## src/rtl/fcpu_pkg.sv

```systemverilog
// fcpu_pkg -- shared widths and types for the fcpu back end.
//   DATA_W, RSV_ID_W, REG_ADDR_W, CRAM_ADDR_W : datapath widths
//   commit_kind_t                            : kind of the ROB head entry
//   commit_t                                 : packed ROB head entry seen by commit_unit
//   cu_state_t                               : commit_unit FSM states
//   miss_target()                            : corrected fetch address of a branch entry
package fcpu_pkg;

   localparam int DATA_W      = 32;
   localparam int RSV_ID_W    = 4;
   localparam int REG_ADDR_W  = 5;
   localparam int CRAM_ADDR_W = 12;

   typedef enum logic [1:0] {
      CK_NONE   = 2'd0,
      CK_REG    = 2'd1,
      CK_BRANCH = 2'd2,
      CK_OUT    = 2'd3
   } commit_kind_t;

   typedef struct packed {
      commit_kind_t            kind;
      logic [RSV_ID_W-1:0]     rsv_id;
      logic [REG_ADDR_W-1:0]   dst_reg;
      logic [DATA_W-1:0]       data;
      logic                    pred_taken;
      logic                    act_taken;
      logic [CRAM_ADDR_W-1:0]  target;
      logic [CRAM_ADDR_W-1:0]  fallthru;
   } commit_t;

   typedef enum logic [1:0] {
      ST_RUN     = 2'd0,
      ST_IO_WAIT = 2'd1,
      ST_FLUSH   = 2'd2
   } cu_state_t;

   // Address fetch must restart from once the real branch outcome is known.
   function automatic logic [CRAM_ADDR_W-1:0] miss_target(input commit_t c);
      return c.act_taken ? c.target : c.fallthru;
   endfunction

endpackage

```

## src/rtl/commit_unit.sv

```systemverilog
// commit_unit -- retires the ROB head entry and produces its side effects.
//   clk, rst          : clock, synchronous active-high reset
//   i_valid / i_ready : head-entry handshake; accept when both are 1
//   i_commit          : head entry (commit_t)
//   reg_we, reg_wr_addr, reg_wr_data : register-file write, one-cycle pulse,
//                       data = {rsv_id, data} so the file can match the tag
//   branch_miss, pred_miss_dst       : flush request and corrected fetch address,
//                       held for FLUSH_CYCLES cycles after a misprediction
//   io_o_data, io_o_valid, io_o_ready: output byte handshake
//   retired           : count of committed entries, wraps modulo 2^CNT_W
module commit_unit
   import fcpu_pkg::*;
#(
   parameter int FLUSH_CYCLES = 2,
   parameter int CNT_W        = 32
) (
   input  logic                         clk,
   input  logic                         rst,
   input  logic                         i_valid,
   output logic                         i_ready,
   input  commit_t                      i_commit,
   output logic                         reg_we,
   output logic [REG_ADDR_W-1:0]        reg_wr_addr,
   output logic [RSV_ID_W+DATA_W-1:0]   reg_wr_data,
   output logic                         branch_miss,
   output logic [CRAM_ADDR_W-1:0]       pred_miss_dst,
   output logic [7:0]                   io_o_data,
   output logic                         io_o_valid,
   input  logic                         io_o_ready,
   output logic [CNT_W-1:0]             retired
);

   localparam int FC_W = $clog2(FLUSH_CYCLES + 1);

   cu_state_t                     r_state, w_state_next;
   logic                          r_reg_we, w_reg_we_next;
   logic [REG_ADDR_W-1:0]         r_reg_wr_addr, w_reg_wr_addr_next;
   logic [RSV_ID_W+DATA_W-1:0]    r_reg_wr_data, w_reg_wr_data_next;
   logic                          r_branch_miss, w_branch_miss_next;
   logic [CRAM_ADDR_W-1:0]        r_pred_miss_dst, w_pred_miss_dst_next;
   logic [7:0]                    r_io_o_data, w_io_o_data_next;
   logic                          r_io_o_valid, w_io_o_valid_next;
   logic [CNT_W-1:0]              r_retired, w_retired_next;
   logic [FC_W-1:0]               r_flush_cnt, w_flush_cnt_next;
   logic                          w_ready;
   logic                          w_accept;

   // Ready is gated by rst so nothing is accepted on a reset edge.
   assign w_ready  = (r_state == ST_RUN) && !rst;
   assign w_accept = i_valid && w_ready;

   always_comb begin
      w_state_next         = r_state;
      w_reg_we_next        = 1'b0;
      w_reg_wr_addr_next   = r_reg_wr_addr;
      w_reg_wr_data_next   = r_reg_wr_data;
      w_branch_miss_next   = r_branch_miss;
      w_pred_miss_dst_next = r_pred_miss_dst;
      w_io_o_data_next     = r_io_o_data;
      w_io_o_valid_next    = r_io_o_valid;
      w_flush_cnt_next     = r_flush_cnt;
      w_retired_next       = r_retired;

      if (w_accept) begin
         w_retired_next = r_retired + CNT_W'(1);
      end

      case (r_state)
         ST_RUN: begin
            if (w_accept) begin
               case (i_commit.kind)
                  CK_REG: begin
                     // r0 is hard-wired: the entry retires but never writes.
                     if (i_commit.dst_reg != '0) begin
                        w_reg_we_next      = 1'b1;
                        w_reg_wr_addr_next = i_commit.dst_reg;
                        w_reg_wr_data_next = {i_commit.rsv_id, i_commit.data};
                     end
                  end
                  CK_BRANCH: begin
                     if (i_commit.pred_taken != i_commit.act_taken) begin
                        w_state_next         = ST_FLUSH;
                        w_branch_miss_next   = 1'b1;
                        w_pred_miss_dst_next = miss_target(i_commit);
                        w_flush_cnt_next     = FC_W'(FLUSH_CYCLES);
                     end
                  end
                  CK_OUT: begin
                     w_state_next      = ST_IO_WAIT;
                     w_io_o_valid_next = 1'b1;
                     w_io_o_data_next  = i_commit.data[7:0];
                  end
                  default: begin
                     // CK_NONE and anything unrecognised only retire.
                  end
               endcase
            end
         end
         ST_IO_WAIT: begin
            if (io_o_ready) begin
               w_state_next      = ST_RUN;
               w_io_o_valid_next = 1'b0;
            end
         end
         ST_FLUSH: begin
            // Counter holds the cycles of flush still to present, including this one.
            if (r_flush_cnt <= FC_W'(1)) begin
               w_state_next       = ST_RUN;
               w_branch_miss_next = 1'b0;
               w_flush_cnt_next   = '0;
            end else begin
               w_flush_cnt_next = r_flush_cnt - FC_W'(1);
            end
         end
         default: begin
            w_state_next       = ST_RUN;
            w_branch_miss_next = 1'b0;
            w_io_o_valid_next  = 1'b0;
            w_flush_cnt_next   = '0;
         end
      endcase
   end

   always_ff @(posedge clk) begin
      if (rst) begin
         r_state         <= ST_RUN;
         r_reg_we        <= 1'b0;
         r_reg_wr_addr   <= '0;
         r_reg_wr_data   <= '0;
         r_branch_miss   <= 1'b0;
         r_pred_miss_dst <= '0;
         r_io_o_data     <= '0;
         r_io_o_valid    <= 1'b0;
         r_retired       <= '0;
         r_flush_cnt     <= '0;
      end else begin
         r_state         <= w_state_next;
         r_reg_we        <= w_reg_we_next;
         r_reg_wr_addr   <= w_reg_wr_addr_next;
         r_reg_wr_data   <= w_reg_wr_data_next;
         r_branch_miss   <= w_branch_miss_next;
         r_pred_miss_dst <= w_pred_miss_dst_next;
         r_io_o_data     <= w_io_o_data_next;
         r_io_o_valid    <= w_io_o_valid_next;
         r_retired       <= w_retired_next;
         r_flush_cnt     <= w_flush_cnt_next;
      end
   end

   assign i_ready       = w_ready;
   assign reg_we        = r_reg_we;
   assign reg_wr_addr   = r_reg_wr_addr;
   assign reg_wr_data   = r_reg_wr_data;
   assign branch_miss   = r_branch_miss;
   assign pred_miss_dst = r_pred_miss_dst;
   assign io_o_data     = r_io_o_data;
   assign io_o_valid    = r_io_o_valid;
   assign retired       = r_retired;

endmodule
```

## config.mk

```make
export PLATFORM = sky130hd
export DESIGN_NAME = commit_unit
export DESIGN_NICKNAME = d
export VERILOG_FILES = /design/src/rtl/fcpu_pkg.sv /design/src/rtl/commit_unit.sv
export SDC_FILE = /design/constraint.sdc
export NUM_CORES = 1
export LEC_CHECK = 0
export BUFFER_PORTS_ARGS = -buffer_cell sky130_fd_sc_hd__buf_2
export CORE_MARGIN = 3
export CORE_UTILIZATION = 38
export DETAILED_ROUTE_END_ITERATION = 8
export PLACE_DENSITY = 0.64
export SLEW_MARGIN = 20
export SYNTH_ARGS = -nofsm -noshare
export SYNTH_HDL_FRONTEND = slang
export SYNTH_SLANG_ARGS = --single-unit
```

## constraint.sdc

```tcl
create_clock -name clk -period 2.6 [get_ports clk]
set_input_delay 0.13 -clock clk [delete_from_list [all_inputs] [get_ports clk]]
set_output_delay 0.13 -clock clk [all_outputs]
set_load 0.02 [all_outputs]
```

# [Word level (Yosys, flattened, before mapping)]
# Index checks and enable logic that the tools add are counted.
[classes] add_sub_neg=2 mul=0 div_mod_pow=0 order_cmp=1 n_eq_ne=14 shift=0 muxes=21 n_bitwise=5 n_reduce_logical=13
[ops] cell="adder 32 x 1 -> 32 bit (second input constant)" n=1
[ops] cell="AND reduction 4 bit" n=4
[ops] cell="2-to-1 mux 2 bit" n=7
[ops] cell="2-to-1 mux 12 bit" n=1
[ops] cell="case mux 2 bit (3 select lines)" n=2
[ops] cell="AND reduction 5 bit" n=2
[ops] cell="2-to-1 mux 1 bit" n=8
[ops] cell="== test 2 bit (second input constant)" n=3
[ops] cell="!= test 2 x 1 -> 1 bit (second input constant)" n=3
[ops] cell="!= test 2 bit (second input constant)" n=3
[ops] cell="case mux 1 bit (3 select lines)" n=2
[ops] cell="NOT 1 bit" n=5
[ops] cell="nonzero test 5 bit" n=1
[ops] cell="== test 2 x 1 -> 1 bit (second input constant)" n=2
[ops] cell="case mux 2 bit (2 select lines)" n=1
[ops] cell="OR reduction 4 bit" n=1
[ops] cell="!= test 3 x 1 -> 1 bit (second input constant)" n=1
[ops] cell="!= test 3 bit (second input constant)" n=1
[ops] cell="AND reduction 3 bit" n=1
[ops] cell="<= comparator 2 x 1 -> 1 bit (second input constant)" n=1
[ops] cell="logical AND 1 bit" n=2
[ops] cell="zero test 2 bit" n=1
[ops] cell="subtractor 2 x 1 -> 2 bit (second input constant)" n=1
[ops] cell="zero test 1 bit" n=1
[ops] cell="!= test 1 bit" n=1
[totals] ff_bits=100 latch_bits=0 ram_bits=0 rom_bits=0 out_inout_bits=97 word_cells=66 n_memories=0

# [Depth between registers and ports, before layout]
# Gate-level depths: netlist of run 1.
[logic_depth] word_depth=5 mapped_depth=7

# [Worst setup path before layout of run 1]
# No wires, ideal clock.
[synth_timing] path_type="reg-to-reg" startpoint="reg r_state[1]" endpoint="reg r_retired[21], in the netlist retired[21]" arrival_time_ns=2.118 setup_slack_ns=0.359 stages_incl_launch_ff=6 n_path_buf=1 period_less_slack_ns=2.241 cell_sequence="dfxtp_1 buf_6 or4b_4 or4_4 nor4_1 mux2_1"
[synth_between] elab_chain_len=3
[synth_rtl] item="start, declared" line_no="commit_unit.sv:35" rtl="cu_state_t r_state, w_state_next;"
[synth_rtl] item="start signal, assigned" line_no="commit_unit.sv:137" rtl="r_state <= w_state_next;"
[synth_rtl] item="zero test 2 bit" line_no="commit_unit.sv:49" rtl="assign w_ready = (r_state == ST_RUN) && !rst;"
[synth_rtl] item="logical AND 1 bit" line_no="commit_unit.sv:49"
[synth_rtl] item="logical AND 1 bit" line_no="commit_unit.sv:50" rtl="assign w_accept = i_valid && w_ready;"
[synth_rtl] item="end signal, assigned" line_no="commit_unit.sv:145" rtl="r_retired <= w_retired_next;"
[synth_rtl] item="end, declared" line_no="commit_unit.sv:43" rtl="logic [CNT_W-1:0] r_retired, w_retired_next;"
# No other way between the ends.
# A chain may end at the register's enable or synchronous reset.

# [Final worst setup path of run 1]
[layout_timing] startpoint="reg r_state[0]" endpoint="reg r_retired[21], in the netlist retired[21]"
# Same word-level chain as after synthesis.

==> results of run 1 <==
==> power by group through the flow <==
stage | clock (mW) | sequential, mW | combinational, mW
after global routing | 1.23 | 1.58 | 0.315
after CTS | 1.17 | 1.57 | 0.288
after detailed placement | 0 | 1.61 | 0.240
after global placement | 0 | 1.61 | 0.238
after floorplan | 0 | 1.64 | 0.101
final | 1.14 | 1.57 | 0.287
==> layer usage <==
layer / routed length (µm) / share of wire [%] / up-vias / track usage, %
li1: - / - / 2088 / -
met1: 4990 / 43 / 1899 / 23.4
met2: 5700 / 49 / 139 / 30.7
met3: 690 / 5.9 / 23 / 4.52
met4: 277 / 2.4 / 0 / 7.48
met5: 0 / 0 / - / 0
==> cells in the mapped netlist, types with 2 or more instances <==
cell,number
o41ai_1,6
or3_1,7
nand3_1,10
xor2_1,7
a211oi_1,12
o31ai_1,9
or4_1,11
buf_2,3
nor2_1,24
dfxtp_1,100
and2_1,4
buf_6,2
nand4_1,14
o311ai_1,4
and4_1,5
clkbuf_1,24
inv_1,10
nand2_1,111
mux2i_1,12
and3_1,3
xnor2_1,3
nor4_1,2
or2_2,6
o21ai_0,11
a21oi_1,69
==> worst min-delay path: stages <==
cell     delay [ps]
buf_2           110
nand2_1          50
a21oi_1          50
==> timing repair <==
action	4_1_cts	5_1_grt
gates resized for setup	0	0
hold buffers	40	0
hold endpoints to repair	44	0
==> final cells by class <==
cell class	instances	area share (%)
Tap cell	136	3.00
Multi-Input combinational cell	342	33.7
Inverter	10	0.662
Clock inverter	6	1.66
Antenna cell	1	0.0442
Sequential cell	100	35.3
Clock buffer	10	2.43
Timing Repair Buffer	216	23.2
==> registers in the layout, summed over array words and instances, names as in the netlist <==
register       count
branch_miss        1
r_state            2
r_flush_cnt        2
pred_miss_dst     12
retired           32
reg_wr_addr        5
io_o_valid         1
io_o_data          8
reg_we             1
reg_wr_data       36
==> cells by family after synthesis <==
| logic type | Yosys count |
|---|---|
| AOI/OAI and AO/OA | 114 |
| xor gates and xnor gates | 10 |
| adders and majority gates | 1 |
| buffers and inverters | 40 |
| DFF | 100 |
| muxes | 13 |
| and+or+nand+nor | 204 |
==> path summary, 6_finish.rpt <==
kind                            slack, ps  cells after the start      startpoint             end
worst max register to register        240                      4      r_state[0]     retired[21]
worst min-delay path                   20                      3    i_commit[62]  reg_wr_addr[4]
worst max-delay path                  240                      4      r_state[0]     retired[21]
worst min register to register        460                      2  reg_wr_data[4]  reg_wr_data[4]
==> per-stage QoR <==
stage / setup slack, ps / cells
after detailed placement: 244 / 764
after global placement: 257 / 764
final: 241 / 821
after global routing: 116 / 820
after floorplan: 359 / 482
after CTS: 232 / 820
==> results by group, run 1 <==
Run status
  • Outcome: completed

Logic synthesis
  • Synth Area in Compound Gates: 16.6%
  • Yosys cell types: 38
  • YS warnings: 0
  • Syn Area/Cell: 8.45 µm²
  • Synth area leader: dfxtp_1
  • Top cell type's share of synthesized area: 49.1%
  • Seq cells post-synth: 100
  • Top post-synthesis cells by area: dfxtp_1 (49%), nand2_1 (10%), a21oi_1 (8.5%)
  • Simple-gate share of the synthesized area: 24.5%
  • Post-Synth Adder-Cell Area: 0.307%
  • Number of synthesized flops with an enable pin: 0
  • Mapped Cells: 482
  • Xor and xnor area share after synthesis: 2.15%
  • Async set-reset flop share out of synthesis: 0%
  • Post-synthesis mux area share: 3.22%
  • Syn_nets: 556
  • Main combinational cell family by area after synthesis: simple AND/OR/NAND/NOR gates
  • Seq/Total Area, Yosys: 49.1%
  • Top_reg_cell synth: dfxtp_1
  • Mapped cell area: 4070 µm²

Die
  • Die W: 110 µm
  • I/O pins: 170
  • Core area: 10400 µm²
  • Initial core utilization: 39.3%
  • Chip height: 110 µm
  • DIE AREA: 12000 µm²
  • # rows: 37

STA
  • Setup TNS: 0 ps
  • Maximum achievable frequency: 424 MHz
  • RSZ-0062 raised after global routing: no
  • Relative slew slack: 31.5%
  • Final period utilization: 90.7%
  • Minimum clock period: 2360 ps
  • Tightest Pin Transition: 1030 ps
  • Final Skew: 7.52 ps
  • Slew Limit Fails: 0
  • Final Hold Viols: 0
  • Worst-case hold slack: 18.0 ps
  • Setup violators final: 0

Global route
  • Largest net degree at the start of global routing: 101
  • Vias in the first global route: 3808
  • Gr ovfl total: 0
  • First-pass GRT wire length: 17900 µm
  • Total GRT Usage: 18.6%
  • Initial antenna violation count: 0

Clock network
  • Reg clk slew, reported paths: 100 ps
  • CTS tree: done
  • Number of buffers created by CTS: 9
  • Worst-Skew Late Latency: 360 ps
  • CTS Sinks: 100
  • Post-CTS Setup Inserts: 0
  • Clock root cell: clkbuf_8
  • Max clock buf depth: 2
  • H-Tree Depth: 3

Route
  • Vias post-DR: 4149
  • Post-DRT Antenna Nets: 0
  • Iteration-0 DRC Markers: 213
  • Pre-Repair DR Iteration Count: 4
  • Routed WL: 11700 µm
  • Residual DRC: 0
  • Vias per cell: 5.05
  • Drt wl/cell: 14.2 µm

Power and ir drop
  • Logic pwr share: 9.6%
  • Power per Cell Area: 529 nW/µm²
  • Psw: 722 µW
  • Reg power frac: 52.5%
  • Worst vdd ir: 240 µV
  • Clock Power Share: 37.9%
  • Total Power: 3.00 mW
  • Sw frac: 24.1%
  • Static Leak: 2.41 nW
  • Internal: 2.27 mW

Place
  • Placed inst area: 5030 µm²
  • GPL Wtd Cong: 0.829
  • IO Port Bufs: 169
  • Dpl hpwl: 7940 µm

Layout
  • Fin area: 5670 µm²
  • Fraction of layout cells with a size suffix above 1: 30.0%
  • Reg area: 2000 µm²
  • Area grow syn2layout: 39.1%
  • Commonest non-fill, non-tap cell in the layout: buf_2
  • Final Util: 54.6%
  • Fin nets: 753
  • Most frequent cells in the layout: buf_2 (168), nand2_1 (111), dfxtp_1 (100), a21oi_1 (69), dlygate4sd3_1 (40)
  • Multi-input logic area: 1910 µm²
  • Filler instances: 998

Worst setup path
  • Crit-path max cell delay: 650 ps
  • Worst path cell trace: or4b_4 -> or4_4 -> nor4_1 -> mux2_1
  • Crit path max-delay family: simple AND/OR/NAND/NOR gates
  • Slowest cell on crit path: or4_4
  • CP Capture Type: register
  • Worst setup SP type: register
  • CP bufs+invs: 0
  • Critical Path AT: 2610 ps
  • CP max FO: 13
  • Req. time, crit path: 2850 ps
  • Crit Path Category: reg -> reg

Run
  • Max-cap viol count: 0

Min path
  • Hold crit path type: in -> reg
Note: power is estimated with default switching activity, not from simulation.
==> inputs of run 2 (changes only) <==
--- a/config.mk
+++ b/config.mk
@@ -5,7 +5,7 @@
 export SDC_FILE = /design/constraint.sdc
 export NUM_CORES = 1
 export LEC_CHECK = 0
-export BUFFER_PORTS_ARGS = -buffer_cell sky130_fd_sc_hd__buf_2
+export BUFFER_PORTS_ARGS = -buffer_cell sky130_fd_sc_hd__buf_4
 export CORE_MARGIN = 3
 export CORE_UTILIZATION = 38
 export DETAILED_ROUTE_END_ITERATION = 8
@@ -14,3 +14,4 @@
 export SYNTH_ARGS = -nofsm -noshare
 export SYNTH_HDL_FRONTEND = slang
 export SYNTH_SLANG_ARGS = --single-unit
+export TNS_END_PERCENT = 20
==> run 2 against run 1 <==
  * Hold slack worse by 4.0 ps
  * Critical path depth stayed put
  * Non-clock buffer count is 27 lower
  * Highest routed layer unchanged
  * Largest cell class unchanged
  * Core utilization is 1.6 points higher
  * Via count is 3.1% lower
  * Die area stayed put
  * Largest power group unchanged
==> results by group, run 2 (same netlist as run 1, synthesis figures left out) <==
Worst setup path
  • R2R Path Start: retired[15]
  • Worst reg2reg setup slack: 270 ps (+30 ps)
  • Worst setup SP type: register
  • R2R cell count: 4 (unchanged)
  • Reg-to-reg endpoint: retired[31]
  • CP Capture Type: register
  • CP max FO: 20 (+7)
  • Critical Path AT: 2610 ps (about the same)
  • Crit Path Category: reg -> reg
  • Req. time, crit path: 2880 ps (+30 ps)

Layout
  • Commonest non-fill, non-tap cell in the layout: buf_4
  • Area grow syn2layout: 43.1%
  • Max FFs per register: 36 (unchanged)
  • Fin nets: 726 (-3.6%)
  • # diodes: 0 (-1)
  • Most frequent cells in the layout: buf_4 (177), nand2_1 (111), dfxtp_1 (100), a21oi_1 (69), nor2_1 (24)
  • Fraction of layout cells with a size suffix above 1: 31.3% (+1.3 points)
  • Final Util: 56.2% (+1.6 points)

STA
  • Setup TNS: 0 ps (unchanged)
  • RSZ-0062 raised after global routing: no
  • Slew Limit Fails: 0 (unchanged)
  • Setup violators final: 0 (unchanged)
  • Final Hold Viols: 0 (unchanged)
  • Relative slew slack: 30.1% (-1.4 points)
  • Maximum achievable frequency: 429 MHz (+1.1%)
  • Tightest Pin Transition: 1050 ps (+20.8 ps)
  • Final period utilization: 89.7% (-1.0 points)
  • Final Skew: 9.55 ps (+2.03 ps)
  • Minimum clock period: 2330 ps (-26.8 ps)

Die
  • Die W: 110 µm (unchanged)
  • # rows: 37 (unchanged)
  • Initial core utilization: 39.3% (unchanged)
  • Core area: 10400 µm² (unchanged)
  • Chip height: 110 µm (unchanged)
  • DIE AREA: 12000 µm² (unchanged)
  • I/O pins: 170 (unchanged)

Route
  • Vias post-DR: 4022 (-3.1%)
  • Routed WL: 11700 µm (+0.14%)
  • Residual DRC: 0 (unchanged)
  • Post-DRT Antenna Nets: 0 (unchanged)
  • Pre-Repair DR Iteration Count: 4 (unchanged)
  • Vias per cell: 5.08 (+0.49%)
  • Drt wl/cell: 14.7 µm (+3.8%)
  • Iteration-0 DRC Markers: 210 (-1.4%)

Global route
  • Initial antenna violation count: 0 (unchanged)
  • Gr ovfl total: 0 (unchanged)
  • Largest net degree at the start of global routing: 101 (unchanged)
  • First-pass GRT wire length: 18000 µm (+0.38%)
  • Vias in the first global route: 3726 (-2.2%)
  • Total GRT Usage: 18.7% (+0.091 points)

Power and ir drop
  • Power per Cell Area: 539 nW/µm² (+2.0%)
  • Internal: 2.44 mW (+7.5%)
  • Logic pwr share: 9.5% (about the same)
  • Worst vdd ir: 322 µV (+34%)
  • Reg power frac: 50.1% (-2.4 points)
  • Static Leak: 2.35 nW (-2.1%)
  • Sw frac: 22.3% (-1.8 points)
  • Psw: 701 µW (-3.0%)
  • Clock Power Share: 40.4% (+2.5 points)

Min path
  • Hold-critical path depth: 3 (unchanged)
  • Hold Path Sink: reg_wr_data[28]
  • Hold crit path type: in -> reg
  • Critical hold path startpoint: i_commit[54]

Clock network
  • CTS tree: done
  • CTS Sinks: 100 (unchanged)
  • Max clock buf depth: 2 (unchanged)
  • H-Tree Depth: 3 (unchanged)
  • Post-CTS sizing: 0 (unchanged)
  • Clock root cell: clkbuf_8
  • Worst-Skew Late Latency: 360 ps (about the same)
  • Reg clk slew, reported paths: 100 ps (about the same)
  • Number of buffers created by CTS: 9 (unchanged)
  • Post-CTS Setup Inserts: 0 (unchanged)

Place
  • GPL Wtd Cong: 0.797 (-3.9%)
  • Dpl hpwl: 8380 µm (+5.6%)
  • IO Port Bufs: 169 (unchanged)

Run
  • Max-cap viol count: 0 (unchanged)

Run status
  • Outcome: completed
-- run 2: what timing repair did --
item | CTS | global route
hold endpoints to repair | 10 | 2
endpoints found under the setup margin | 0 | 0
hold buffers | 10 | 2
-- run 2: area by class of cell --
type	count	area, µm²
clock buffer	9	124
clock inverter	6	138
fill	988	4540
inverter	10	37.5
multi-input combinational	342	1910
sequential	100	2000
tap	136	170
timing repair buffer	189	1450
-- run 2: worst max path at each step --
stage                      from     endpoint  depth (start not counted)
floorplan            r_state[1]  retired[21]                          5
global placement     r_state[1]  retired[21]                          4
detailed placement  retired[15]  retired[31]                          4
CTS                 retired[15]  retired[31]                          4
global route        retired[15]  retired[27]                          4
finish              retired[15]  retired[31]                          4
-- run 2: per-stage QoR --
stage	hold slack (ps)	area, µm²	instances	total power, mW	setup WS (ps)
after detailed placement	334	5450	765	1.90	314
after CTS	0.0108	5810	790	3.17	288
after global routing	0.709	5830	792	3.26	135
final	14.1	5830	792	3.14	267
after floorplan	219	4070	482	1.74	359
after global placement	339	5450	765	1.89	348
-- run 2: worst max-delay path, cell delays in order (launching register included) --
cell,delay [ps]
dfxtp_1,440
nand4_1,220
or4_1,860
or4_1,590
a21oi_1,140
-- run 2: power groups by stage --
| stage | clock network, mW | logic, mW | registers, mW |
|---|---|---|---|
| after global routing | 1.36 | 0.324 | 1.58 |
| final | 1.27 | 0.299 | 1.57 |
| after floorplan | 0 | 0.101 | 1.64 |
| after detailed placement | 0 | 0.286 | 1.61 |
| after global placement | 0 | 0.284 | 1.61 |
| after CTS | 1.30 | 0.298 | 1.57 |
-- run 2: per-layer routing --
metal  GRT usage [%]  share of wire, %  up-vias
li1                -                 -     2038
met1            23.6                44     1848
met2            31.3                49      124
met3            4.76               5.8       12
met4            6.23               1.5        0
met5               0                 0        -
==> inputs of run 3 (changes only) <==
--- a/config.mk
+++ b/config.mk
@@ -10,6 +10,7 @@
 export CORE_UTILIZATION = 38
 export DETAILED_ROUTE_END_ITERATION = 8
 export PLACE_DENSITY = 0.64
+export REMOVE_ABC_BUFFERS = 1
 export SLEW_MARGIN = 20
 export SYNTH_ARGS = -nofsm -noshare
 export SYNTH_HDL_FRONTEND = slang
==> run 3 against run 2 <==
  * Sequential power barely moved
  * Die area unchanged
  * Total power shrank 6.9%
  * Hold slack hardly changed
  * Sequential share of layout area fell by 0.54 points
  * Worst setup slack got worse by 75 ps
  * Maximum frequency down 3.1%
  * First-iteration DRC count down 0.48%
  * Via count rose by 1.5%
==> results by group, run 3 (same netlist as run 1, synthesis figures left out) <==
Run status
  • Outcome: completed

Route
  • Post-DRT Antenna Nets: 0 (unchanged)
  • Vias per cell: 5.06 (-0.39%)
  • Pre-Repair DR Iteration Count: 5 (+1)
  • Residual DRC: 0 (unchanged)
  • Drt wl/cell: 14.6 µm (-0.94%)
  • Iteration-0 DRC Markers: 209 (-0.48%)
  • Routed WL: 11800 µm (+0.93%)
  • Vias post-DR: 4082 (+1.5%)

Power and ir drop
  • Clock Power Share: 35.4% (-5.0 points)
  • Reg power frac: 53.8% (+3.7 points)
  • Sw frac: 25.5% (+3.2 points)
  • Logic pwr share: 10.8% (+1.3 points)
  • Worst vdd ir: 291 µV (-9.5%)
  • Static Leak: 2.38 nW (+1.3%)
  • Internal: 2.18 mW (-11%)
  • Total Power: 2.93 mW (-6.9%)
  • Psw: 746 µW (+6.4%)
  • Power per Cell Area: 494 nW/µm² (-8.4%)

Min path
  • Hold crit path type: in -> reg

Clock network
  • H-Tree Depth: 3 (unchanged)
  • Number of buffers created by CTS: 9 (unchanged)
  • Post-CTS Hold Fix Bufs: 26 (+16)
  • CTS tree: done
  • Post-CTS Setup Inserts: 0 (unchanged)
  • Reg clk slew, reported paths: 110 ps (about the same)
  • Worst-Skew Late Latency: 360 ps (about the same)
  • CTS Sinks: 100 (unchanged)
  • Clock root cell: clkbuf_8
  • Post-CTS sizing: 0 (unchanged)
  • Max clock buf depth: 2 (unchanged)

Worst setup path
  • Req. time, crit path: 2860 ps (-20 ps)
  • CP max FO: 13 (-35%)
  • Worst path cell trace: or4b_4 -> or4_4 -> nor4_1 -> mux2_1
  • Crit Path Category: reg -> reg
  • Worst setup SP type: register
  • CP bufs+invs: 0 (unchanged)
  • Slowest cell on crit path: or4_4
  • Critical Path AT: 2670 ps (+60 ps)
  • Crit path max-delay family: simple AND/OR/NAND/NOR gates
  • Crit-path max cell delay: 650 ps (-210 ps)
  • CP Capture Type: register

Die
  • Chip height: 110 µm (unchanged)
  • Die W: 110 µm (unchanged)
  • Initial core utilization: 39.3% (unchanged)
  • I/O pins: 170 (unchanged)
  • # rows: 37 (unchanged)
  • Core area: 10400 µm² (unchanged)
  • DIE AREA: 12000 µm² (unchanged)

STA
  • Tightest Pin Transition: 796 ps (-252 ps)
  • Final period utilization: 92.6% (+2.9 points)
  • Setup violators final: 0 (unchanged)
  • Slew Limit Fails: 0 (unchanged)
  • Final Skew: 17.2 ps (+7.69 ps)
  • RSZ-0062 raised after global routing: no
  • Final Hold Viols: 0 (unchanged)
  • Maximum achievable frequency: 415 MHz (-3.1%)
  • Relative slew slack: 46.9% (+17 points)
  • Minimum clock period: 2410 ps (+75.5 ps)
  • Worst-case hold slack: 14.1 ps (+0.0753 ps)

Global route
  • First-pass GRT wire length: 17900 µm (-0.77%)
  • Gr ovfl total: 0 (unchanged)
  • Initial antenna violation count: 0 (unchanged)
  • Largest net degree at the start of global routing: 73 (-28%)
  • Total GRT Usage: 18.6% (-0.13 points)
  • Vias in the first global route: 3732 (+0.16%)

Layout
  • Final Util: 57.1% (+0.90 points)
  • Fin nets: 740 (+1.9%)
  • Fin area: 5920 µm² (+1.6%)
  • Filler instances: 966 (-2.2%)
  • Fraction of layout cells with a size suffix above 1: 30.7% (-0.55 points)
  • Commonest non-fill, non-tap cell in the layout: buf_4
  • Area grow syn2layout: 45.4%
  • Max FFs per register: 36 (unchanged)
  • Multi-input logic area: 1920 µm² (+0.59%)
  • Fin cells: 807 (+1.9%)
  • # diodes: 0 (unchanged)
  • Reg area: 2000 µm² (unchanged)
  • Most frequent cells in the layout: buf_4 (177), nand2_1 (111), dfxtp_1 (100), a21oi_1 (69), dlygate4sd3_1 (26)

Run
  • Max-cap viol count: 0 (unchanged)

Place
  • Post-Place Cells: 765 (unchanged)
  • Dpl hpwl: 8110 µm (-3.2%)
  • IO Port Bufs: 169 (unchanged)
  • GPL Wtd Cong: 0.818 (+2.6%)
  • Placed inst area: 5460 µm² (+0.21%)
-- run 3: path summary, 6_finish.rpt --
path	slack [ps]	startpoint	to	cells after the start
worst max-delay path	190	r_state[1]	retired[21]	4
worst min-delay path	10	i_commit[31]	reg_wr_data[5]	3
worst max register to register	190	r_state[1]	retired[21]	4
worst min register to register	460	reg_wr_addr[4]	reg_wr_addr[4]	2
-- run 3: tightest hold or removal path, stage by stage --
cell     delay [ps]
buf_4           110
nand2_1          50
a21oi_1          50
-- run 3: power by group through the flow --
stage	logic [mW]	registers, mW	clock network (mW)
finish	0.316	1.57	1.04
global route	0.342	1.58	1.10
CTS	0.318	1.57	1.06
detailed placement	0.285	1.61	0
global placement	0.282	1.61	0
floorplan	0.0725	1.64	0
-- run 3: area by class of cell --
class,instances,area share [%]
clock buffers,9,2.09
clock inverters,7,1.35
inverters,10,0.634
multi-input cells,342,32.4
flip-flops and latches,100,33.8
well taps,136,2.87
repair buffers,203,26.8
-- run 3: stage by stage --
stage          TNS, ps  setup WS, ps
6_report             0           192
5_1_grt              0          75.0
4_1_cts              0           195
3_5_place_dp         0           203
3_3_place_gp         0           217
2_1_floorplan   -41910         -1020
-- run 3: per-layer routing --
metal  vias to the layer above  global-route usage (%)  routed length [µm]
li1                       2064                       -                   -
met3                        17                    6.81                 892
met4                         0                    5.79                 227
met1                      1886                    23.9                5040
met5                         -                       0                   0
met2                       115                    29.2                5620
